<file path="src/rtl/nibble_serial_sub_ctrl.sv">
// rtl/nibble_serial_sub_ctrl.sv - wide A-B-bin subtraction streamed one nibble per cycle
// through an external combinational 4-bit ripple-borrow subtractor.
module nibble_serial_sub_ctrl #(
   parameter int NIBBLES = 4,
   parameter int W       = 4 * NIBBLES
) (
   input  logic         clk,
   input  logic         rst_n,
   input  logic         start,
   input  logic [W-1:0] a,
   input  logic [W-1:0] b,
   input  logic         bin,
   output logic [3:0]   sub_a,
   output logic [3:0]   sub_b,
   output logic         sub_bin,
   input  logic [3:0]   sub_D,
   input  logic [3:0]   sub_B,
   output logic         busy,
   output logic         done,
   output logic [W-1:0] diff,
   output logic         borrow_out
);

   localparam int IDX_W = (NIBBLES > 1) ? $clog2(NIBBLES) : 1;
   localparam logic [IDX_W-1:0] LAST_IDX = IDX_W'(NIBBLES - 1);

   typedef enum logic [1:0] {
      IDLE = 2'd0,
      RUN  = 2'd1,
      DONE = 2'd2
   } state_t;

   state_t             state_q, state_d;
   logic [IDX_W-1:0]   idx_q, idx_d;
   logic [W-1:0]       a_q, a_d;
   logic [W-1:0]       b_q, b_d;
   logic               brw_q, brw_d;
   logic [W-1:0]       diff_q, diff_d;
   logic               bout_q, bout_d;

   // Only the final borrow of the 4-bit chain matters to the sequencer.
   logic [2:0]         unused_sub_b;
   assign unused_sub_b = sub_B[2:0];

   always_ff @(posedge clk or negedge rst_n) begin
      if (!rst_n) begin
         state_q <= IDLE;
         idx_q   <= '0;
         a_q     <= '0;
         b_q     <= '0;
         brw_q   <= 1'b0;
         diff_q  <= '0;
         bout_q  <= 1'b0;
      end else begin
         state_q <= state_d;
         idx_q   <= idx_d;
         a_q     <= a_d;
         b_q     <= b_d;
         brw_q   <= brw_d;
         diff_q  <= diff_d;
         bout_q  <= bout_d;
      end
   end

   always_comb begin
      state_d = state_q;
      idx_d   = idx_q;
      a_d     = a_q;
      b_d     = b_q;
      brw_d   = brw_q;
      diff_d  = diff_q;
      bout_d  = bout_q;
      sub_a   = 4'd0;
      sub_b   = 4'd0;
      sub_bin = 1'b0;
      busy    = 1'b0;
      done    = 1'b0;

      unique case (state_q)
         IDLE: begin
            if (start) begin
               a_d     = a;
               b_d     = b;
               brw_d   = bin;
               idx_d   = '0;
               state_d = RUN;
            end
         end
         RUN: begin
            busy    = 1'b1;
            sub_a   = a_q[4*idx_q +: 4];
            sub_b   = b_q[4*idx_q +: 4];
            sub_bin = brw_q;
            diff_d[4*idx_q +: 4] = sub_D;
            brw_d   = sub_B[3];
            if (idx_q == LAST_IDX) begin
               // Index wraps to 0 so it never leaves the legal nibble range.
               idx_d   = '0;
               bout_d  = sub_B[3];
               state_d = DONE;
            end else begin
               idx_d = idx_q + 1'b1;
            end
         end
         DONE: begin
            done    = 1'b1;
            state_d = IDLE;
         end
         default: begin
            state_d = IDLE;
         end
      endcase
   end

   assign diff       = diff_q;
   assign borrow_out = bout_q;

endmodule

</file>
<file path="config.mk">
export PLATFORM = sky130hd
export DESIGN_NAME = nibble_serial_sub_ctrl
export DESIGN_NICKNAME = d
export VERILOG_FILES = /design/src/rtl/nibble_serial_sub_ctrl.sv
export SDC_FILE = /design/constraint.sdc
export NUM_CORES = 1
export LEC_CHECK = 0
export CAP_MARGIN = 5
export CORE_MARGIN = 5
export CORE_UTILIZATION = 47
export CTS_BUF_LIST = sky130_fd_sc_hd__clkbuf_16
export DETAILED_ROUTE_END_ITERATION = 10
export HOLD_SLACK_MARGIN = 0.02
export PLACE_DENSITY_LB_ADDON = 0.05
export SKIP_LAST_GASP = 1
export SYNTH_ARGS = -nofsm -noshare
export SYNTH_HDL_FRONTEND = slang
export SYNTH_SLANG_ARGS = --single-unit
</file>
<file path="constraint.sdc">
create_clock -name clk -period 2.7 [get_ports clk]
set_input_delay 0.405 -clock clk [delete_from_list [all_inputs] [get_ports clk]]
set_output_delay 0.405 -clock clk [all_outputs]
set_load 0.1 [all_outputs]
</file>
# Yosys cells after proc, flatten, opt, wreduce, memory -nomap -nowiden
# Cells that the tools add are included.
# W data, S select, Z words.
[totals] register_bits=54 inputBits=44 word_cells=38 out_inout_bits=28
[op_classes] n_mux=14 shift=4 add_sub_neg=2 eq_ne=5 reduce_logical=6
[ops] cell="$neg A4 Y34" count=1
[ops] cell="$shift A4 B34 Y16 const A" count=1
[ops] cell="$shiftx A4 B34 Y16" count=1
[ops] cell="$shiftx A16 B5 Y4" count=2
[ops] cell="$bwmux W16" count=1
[ops] cell="$mux W2" count=4
[ops] cell="$mux W4" count=2
[ops] cell="$pmux W2 S2" count=2
[ops] cell="$reduce_and A2 Y1" count=4
[ops] cell="$eq A2 B2 Y1 const B" count=2
[ops] cell="$mux W1" count=4
[ops] cell="$ne A2 B2 Y1 const B" count=2
[ops] cell="$add A2 B1 Y2 const B" count=1
[ops] cell="$eq A2 B1 Y1 const B" count=1
[ops] cell="$logic_not A2 Y1" count=1
[ops] cell="$pmux W1 S2" count=1
[ops] cell="$reduce_bool A2 Y1" count=1

# Depth between registers and ports, before layout
# Gate-level depths: netlist of the first run.
[logic_depth] ltp_word=3 depth_mapped=7 ltp_nobuf=5

# Least setup slack after synthesis of the first run
# No wires, ideal clock.
[synth_timing] kind="register to output" start="reg state_q[0]" end="out sub_b[2]" arrival_time_ps=2828 n_path_buf=2 required_time_ps=2295 path_stages_with_launch=6 slack_ps=-533 cell_sequence="dfrtp_1 buf_6 and2b_2 buf_2 nand2_1 o22ai_1"
[synth_between] elab_chain_cells=2
[synth_lines] element="from (decl)" line_no="33" rtl="state_t state_q, state_d;"
[synth_lines] element="from (signal assigned)" line_no="55" rtl="state_q <= state_d;"
[synth_lines] element="$eq A2 B1 Y1" line_no="79" rtl="unique case (state_q)"
[synth_lines] element="$mux W4" line_no="79"
[synth_lines] element="to (decl)" line_no="14" rtl="output logic [3:0] sub_b,"
# Every way passes these cells.

# Worst setup path after layout of the first run
[layout_timing] start="reg state_q[1]" end="out sub_b[1]"
# Same word-level chain as after synthesis.

==> results of run 1 <==
-- routing by layer --
layer / up-vias / GRT usage [%]
met2: 44 / 26.8
met4: 0 / 5.39
li1: 832 / -
met3: 6 / 4.66
met5: - / 0
met1: 825 / 18.5
-- final cells by class --
| type | count | area [um2] | share of cell area [%] |
|---|---|---|---|
| inverter | 3 | 11.3 | 0.334 |
| clock buffer | 5 | 125 | 3.71 |
| clock inverter | 3 | 12.5 | 0.371 |
| multi-input combinational | 130 | 1050 | 31.1 |
| sequential | 54 | 1350 | 40.1 |
| tap | 70 | 87.6 | 2.60 |
| timing repair buffer | 72 | 736 | 21.8 |
-- stage by stage --
| step | cells | setup slack [ps] | TNS (ps) | hold WS [ps] |
|---|---|---|---|---|
| after global placement | 329 | 596 | 0 | 380 |
| after floorplan | 196 | -516 | -3610 | 109 |
| after CTS | 337 | 268 | 0 | 73.3 |
| final | 337 | 304 | 0 | 59.9 |
| after global routing | 337 | 178 | 0 | 98.7 |
| after detailed placement | 329 | 587 | 0 | 387 |
-- cell usage in the layout (no fill, tap or decap), types with 4 or more instances in the layout --
cell / synthesis / final
a22o_1: 4 / 4
buf_12: 0 / 8
buf_4: 3 / 24
clkbuf_16: 0 / 5
clkdlybuf4s50_1: 0 / 39
dfrtp_1: 54 / 54
ha_1: 6 / 6
inv_1: 3 / 4
mux2_2: 30 / 30
mux2i_1: 16 / 16
nand2_1: 30 / 30
o21ai_0: 15 / 15
o22ai_1: 8 / 7
-- registers in the layout, indices dropped and copies added (netlist names) --
signal	cells
a_q	16
b_q	16
borrow_out	1
brw_q	1
diff	16
idx_q	2
state_q	2
-- worst reg2reg max path, delay by kind of cell (launching register included) --
kind	cells	cell delay (ps)
AND/OR/NAND/NOR	2	750
flip-flops	1	350
buffers and inverters	2	350
adder cells (fa/ha/maj)	1	370
AO/OA/AOI/OAI	1	170
-- cell families after synthesis --
logic type,synth area share (%)
buf+inv,3.33
fa+ha+maj,3.03
mux,21.5
simple gates,10.3
flops,54.6
compound gates,7.28
-- final timing paths --
kind                            cells past startpoint  slack [ps]  endpoint       start
worst max-delay path                                4         300  sub_b[1]  state_q[1]
worst min-delay path                                1          60    b_q[3]       rst_n
worst max register to register                      6         630  diff[12]    idx_q[1]
worst min register to register                      2         480  diff[14]    diff[14]
max in group asynchronous                           2        1850   diff[7]       rst_n
min in group clk                                    2         480  diff[14]    diff[14]
==> run metrics, run 1 <==
status completed; first-pass GRT wire length between 7000 and 8000 um; share of cells above drive strength 1 28.5%; grt ovf 0; TritonRoute pass-1 iters 4; wire length per cell approximately 15 um; Slowest-stage cell, CP dfrtp_1; area share of the largest cell type after synthesis a little over half; fin area about 0.0034 mm2; gr usage total 15.6%; CP Max Fanout 11; Final Cycle Share about nine tenths; Post-synth top flop dfrtp_1; met3 WL approximately 340 um; post-synthesis sequential area ratio approximately 55%; number of fill cells between 400 and 500; Buf/Inv on CP 1; commonest cells in the netlist dfrtp_1, mux2_2, nand2_1, mux2i_1, o21ai_0; met2 wire len approximately 2400 um; Detail Route Antenna Nets 0; Final Core Density 66.0%; crit path cell chain and2b_2 -> nand2_1 -> o22ai_1 -> buf_12; nets@finish between 300 and 400; synth warn 0; area leader, netlist dfrtp_1; CTS Sinks 54; CTS tree yes; I/O pin total 72; diode count 0; asr flop ratio synth between 90% and 100%; number of global-route vias before repair about 1700; Top Metal Used met4; antenna violations before repair 0; WP data arrival 1990 ps; mean area per synthesized cell between 10 and 15 um2; Die ar. approximately 0.0068 mm2; post-CTS sizing 0; Slew Limit Fails 0; Slew HR between 50% and 60%; Die Ht around 83 um; Area growth syn-to-layout 36.2%; max-cap violations 0; Hold-fix buffers, CTS 0; worst path required time ~2300 ps; Max Freq about 420 MHz; Netlist cell types 25; synthesized flop and latch total 54; CP top delay family simple AND/OR/NAND/NOR gates; number of synthesized flops with an enable pin 0; Post-Syn Area 0.00248 mm2; most frequent cell after synthesis dfrtp_1; Worst Path Class, Setup reg2out; routed vias/inst around 5.1; FP Rows 26; Total Wirelength 4910 um; Post-Syn Instances between 150 and 200; largest net degree at the start of global routing 35; H-tree depth 2; gp weighted congestion ~0.66; Final Skew around 4.5 ps; CTS clk-pin slew, worst paths about 70 ps; min-delay worst type in2async; initial core utilization ~48%; fin crit period 2400 ps; final hold violations 0; # DRC 0; Die Wd a little over 80 um; clk buf depth 2; I/O Buffers between 60 and 70; Via Count ~1700; M1 WL between 2000 and 2500 um; crit path capture type primary output; worst skew pair latency about 290 ps; startpoint class of the critical path register; Area after DPL 0.00323 mm2; Net Count, Synth roughly 250; top cells by area, synth dfrtp_1, mux2_2, mux2i_1; slowest stage delay, CP approximately 500 ps; DR iter-0 viols 61; final setup fails 0; post-CTS setup buffer count 0; core area 0.00511 mm2; RSZ-0062 raised after global routing false; Root Driver clkbuf_16; Slew @ Worst Pin around 630 ps; cts bufs inserted 5; hpwl dp 3650 um
Power of run 1 is not shown: default switching activity piles up to over one toggle a cycle in this logic, so the estimate is an artifact.
==> run 2: changes to the inputs <==
- CORE_MARGIN: 5 -> 3
- MAX_ROUTING_LAYER: not set -> met4
- clock period: 2.7 -> 2.73 ns (I/O delays scaled with it)
==> run metrics, run 2 (synthesis gave the netlist of run 1 again) <==
status completed; commonest non-fill, non-tap cells in the layout dfrtp_1, clkdlybuf4s50_1, nand2_1, mux2_2, buf_4; Slew Limit Fails 0; Via Count about 1700; largest net degree at the start of global routing 55; fin crit period between 2000 and 2500 ps; Final Core Density roughly 70%; Placed Instances ~330; FP Rows 25; Worst Path Class, Setup reg2out; routed vias/inst around 5.2; R2R setup slack ~740 ps; Detail Route Antenna Nets 0; clk buf depth 2; gr usage total between 10% and 20%; TritonRoute pass-1 iters 4; nets@finish roughly 320; initial core utilization between 50% and 60%; PnR worst setup slack 345 ps; I/O Buffers 68; worst skew pair latency 290 ps; most common cell after layout, fill and taps aside dfrtp_1; Area growth syn-to-layout 36.6%; Final Skew between 6 and 7 ps; number of fill cells 387; Total Wirelength 4810 um; first-pass GRT wire length 8090 um; share of cells above drive strength 1 28.3%; WP data arrival around 2000 ps; CTS clk-pin slew, worst paths roughly 60 ps; post-CTS setup buffer count 0; H-tree depth 2; Slew HR a little over half; Max Freq about 420 MHz; RSZ-0062 raised after global routing false; post-CTS sizing 0; number of global-route vias before repair approximately 1700; antenna violations before repair 0; Die ar. 0.00618 mm2; Hold-fix buffers, CTS 0; worst path required time ~2300 ps; register area 0.00135 mm2; diode count 0; startpoint class of the critical path register; Die Ht between 70 and 80 um; Root Driver clkbuf_16; CP Max Fanout 11; CTS tree yes; Die Wd 78.6 um; non-filler cells in the finished layout about 330; # DRC 0; final hold violations 0; final setup fails 0; core area about 0.0049 mm2; min-delay worst type in2async; DR iter-0 viols 65; wire length per cell 14.5 um; pre-CTS setup slack 632 ps; crit path capture type primary output; Final Cycle Share between 80% and 90%; max-cap violations 0; cts bufs inserted 5; hpwl dp 3450 um; grt ovf 0; CTS Sinks 54; Slew @ Worst Pin slightly below 700 ps; I/O pin total 72; gp weighted congestion about 0.74; area of the multi-input gates about 0.0010 mm2
run 2: changes by cell type in the layout (fill, tap and decap cells not counted):
| cell | previous run | this run |
|---|---|---|
| buf_4 | 24 | 23 |
| bufinv_16 | 0 | 1 |
| clkinv_2 | 1 | 0 |
| inv_1 | 4 | 3 |
run 2: stage by stage:
| stage | hold WS, ps | cell area (um2) | setup TNS, ps |
|---|---|---|---|
| after floorplan | 114 | 2480 | -3430 |
| after global placement | 463 | 3220 | 0 |
| after detailed placement | 472 | 3220 | 0 |
| after CTS | 271 | 3380 | 0 |
| after global routing | 316 | 3380 | 0 |
| final | 243 | 3380 | 0 |
run 2: worst paths after layout:
| path | startpoint | end | cells after the start |
|---|---|---|---|
| worst max-delay path | state_q[1] | sub_a[2] | 4 |
| worst min-delay path | rst_n | borrow_out | 2 |
| worst max register to register | idx_q[0] | diff[9] | 5 |
| worst min register to register | diff[14] | diff[14] | 2 |
| max in group asynchronous | rst_n | diff[0] | 2 |
| min in group clk | diff[14] | diff[14] | 2 |
run 2: layout make-up:
cell class              instances  area share (%)
flip-flops and latches         54            40.0
multi-input cells             130            31.0
repair buffers                 71            21.5
clock buffers                   5            3.70
well taps                      67            2.48
clock inverters                 2           0.999
inverters                       3           0.333
run 2: worst max-delay path: stages, from the launching register on:
cell and delay [ps]:
dfrtp_1 490, and2b_2 350, nand2_1 260, o22ai_1 360
buf_12 220
run 2: routing by layer:
metal  wire length [um]  GRT usage (%)  vias to the layer above  part of all wire [%]
met3                325           4.93                        7                   6.8
met1               2040           20.6                      821                    43
li1                   -              -                      835                     -
met4                 65           4.72                        0                   1.4
met5                  0              -                        -                     0
met2               2370           28.9                       48                    49
Power of run 2 is left out for the same reason.
==> run 3: changes to the inputs <==
- CELL_PAD_IN_SITES_DETAIL_PLACEMENT: not set -> 0
- CELL_PAD_IN_SITES_GLOBAL_PLACEMENT: not set -> 1
- CORE_MARGIN: 3 -> 1
- CORE_UTILIZATION: 47 -> 37
- SLEW_MARGIN: not set -> 20
==> run metrics, run 3 (synthesis gave the netlist of run 1 again) <==
status finished with violations; worst skew pair latency between 200 and 300 ps; gr usage total between 15 and 20%; FF-to-FF path depth 5; Final Core Density 53.6%; Buf/Inv on CP 1; diode count 0; gp weighted congestion 0.682; WP data arrival 2010 ps; r2r endpoint diff[8]; post-CTS sizing 0; largest net degree at the start of global routing 34; FP Rows 29; CP Max Fanout 11; grt ovf 0; Slew HR 50.3%; worst hold slack around 140 ps; slowest stage delay, CP 500 ps; most common cell after layout, fill and taps aside dfrtp_1; startpoint class of the critical path register; Setup TNS Final 0 ps; Area growth syn-to-layout 39.0%; Max Freq 413 MHz; Final Skew 4.66 ps; Slew Limit Fails 0; Slew @ Worst Pin around 740 ps; RSZ-0062 raised after global routing false; fin crit period about 2400 ps; Via Count approximately 1700; core area between 0.006 and 0.007 mm2; final hold violations 0; share of cells above drive strength 1 between 20% and 30%; crit path capture type primary output; Final Cycle Share 88.7%; final setup fails 0; DR iter-0 viols 63; initial core utilization about 39%; CTS Sinks 54; Slowest-stage cell, CP dfrtp_1; # DRC 9; Detail Route Antenna Nets 0; routed vias/inst 4.94; wire length per cell ~15 um; nets@finish around 320; CTS tree yes; Die ar. 0.00702 mm2; first-pass GRT wire length ~8700 um; Die Wd roughly 84 um; CP top delay family simple AND/OR/NAND/NOR gates; post-CTS setup buffer count 0; I/O pin total just over 70; antenna violations before repair 0; Worst Path Class, Setup reg2out; number of fill cells around 580; Root Driver clkbuf_16; clk buf depth 2; fin area approximately 0.0034 mm2; TritonRoute pass-1 iters 7; Hold-fix buffers, CTS 0; worst path required time roughly 2300 ps; r2r startpoint idx_q[1]; CTS clk-pin slew, worst paths 70 ps; R2R setup slack about 600 ps; min-delay worst type in2async; H-tree depth 2; Die Ht between 80 and 90 um; max-cap violations 0; Total Wirelength between 5000 and 6000 um; crit path cell chain and2b_2 -> nand2_1 -> o22ai_1 -> buf_12; cts bufs inserted 5; failing checks design-rule violations; Area after DPL roughly 0.0032 mm2; hpwl dp about 3600 um; I/O Buffers ~70; commonest non-fill, non-tap cells in the layout dfrtp_1, clkdlybuf4s50_1, nand2_1, mux2_2, buf_4; number of global-route vias before repair about 1800
## run 3: cell count changes in the layout (fill, tap and decap cells not counted), sizes merged
cell / previous run / this run
bufinv: 1 / 2
## run 3: layout make-up
cell class | count | area (um2) | area share (%)
flip-flops and latches | 54 | 1350 | 39.3
multi-input cells | 130 | 1050 | 30.5
repair buffers | 71 | 741 | 21.5
clock buffers | 5 | 125 | 3.64
well taps | 77 | 96.3 | 2.80
clock inverters | 3 | 68.8 | 2.00
inverters | 3 | 11.3 | 0.327
## run 3: worst max-delay path by stage
stage / from / to / cells past startpoint
after global routing: state_q[1] / sub_a[1] / 4
after CTS: state_q[1] / sub_b[3] / 4
after floorplan: state_q[0] / sub_a[0] / 5
final: state_q[1] / sub_b[3] / 4
after global placement: state_q[1] / sub_b[3] / 4
after detailed placement: state_q[1] / sub_a[1] / 4
## run 3: worst register-to-register path, delay by kind of cell (launching register included)
| family | cells | cell delay (ps) |
|---|---|---|
| compound gates | 1 | 160 |
| simple gates | 2 | 750 |
| flops | 1 | 570 |
| fa+ha+maj | 1 | 420 |
| buf+inv | 1 | 150 |
## run 3: routing by layer
metal | global-route usage [%] | share of wire [%]
met3 | 4.95 | 6.0
met1 | 20.8 | 45
met5 | - | 0
met4 | 4.70 | 1.3
met2 | 25.6 | 47
## run 3: per-stage QoR
step | std cells | setup WS, ps
after floorplan | 196 | -490
after global placement | 335 | 591
after detailed placement | 335 | 587
after CTS | 343 | 254
after global routing | 343 | 176
final | 343 | 310
Power of run 3 is left out for the same reason.
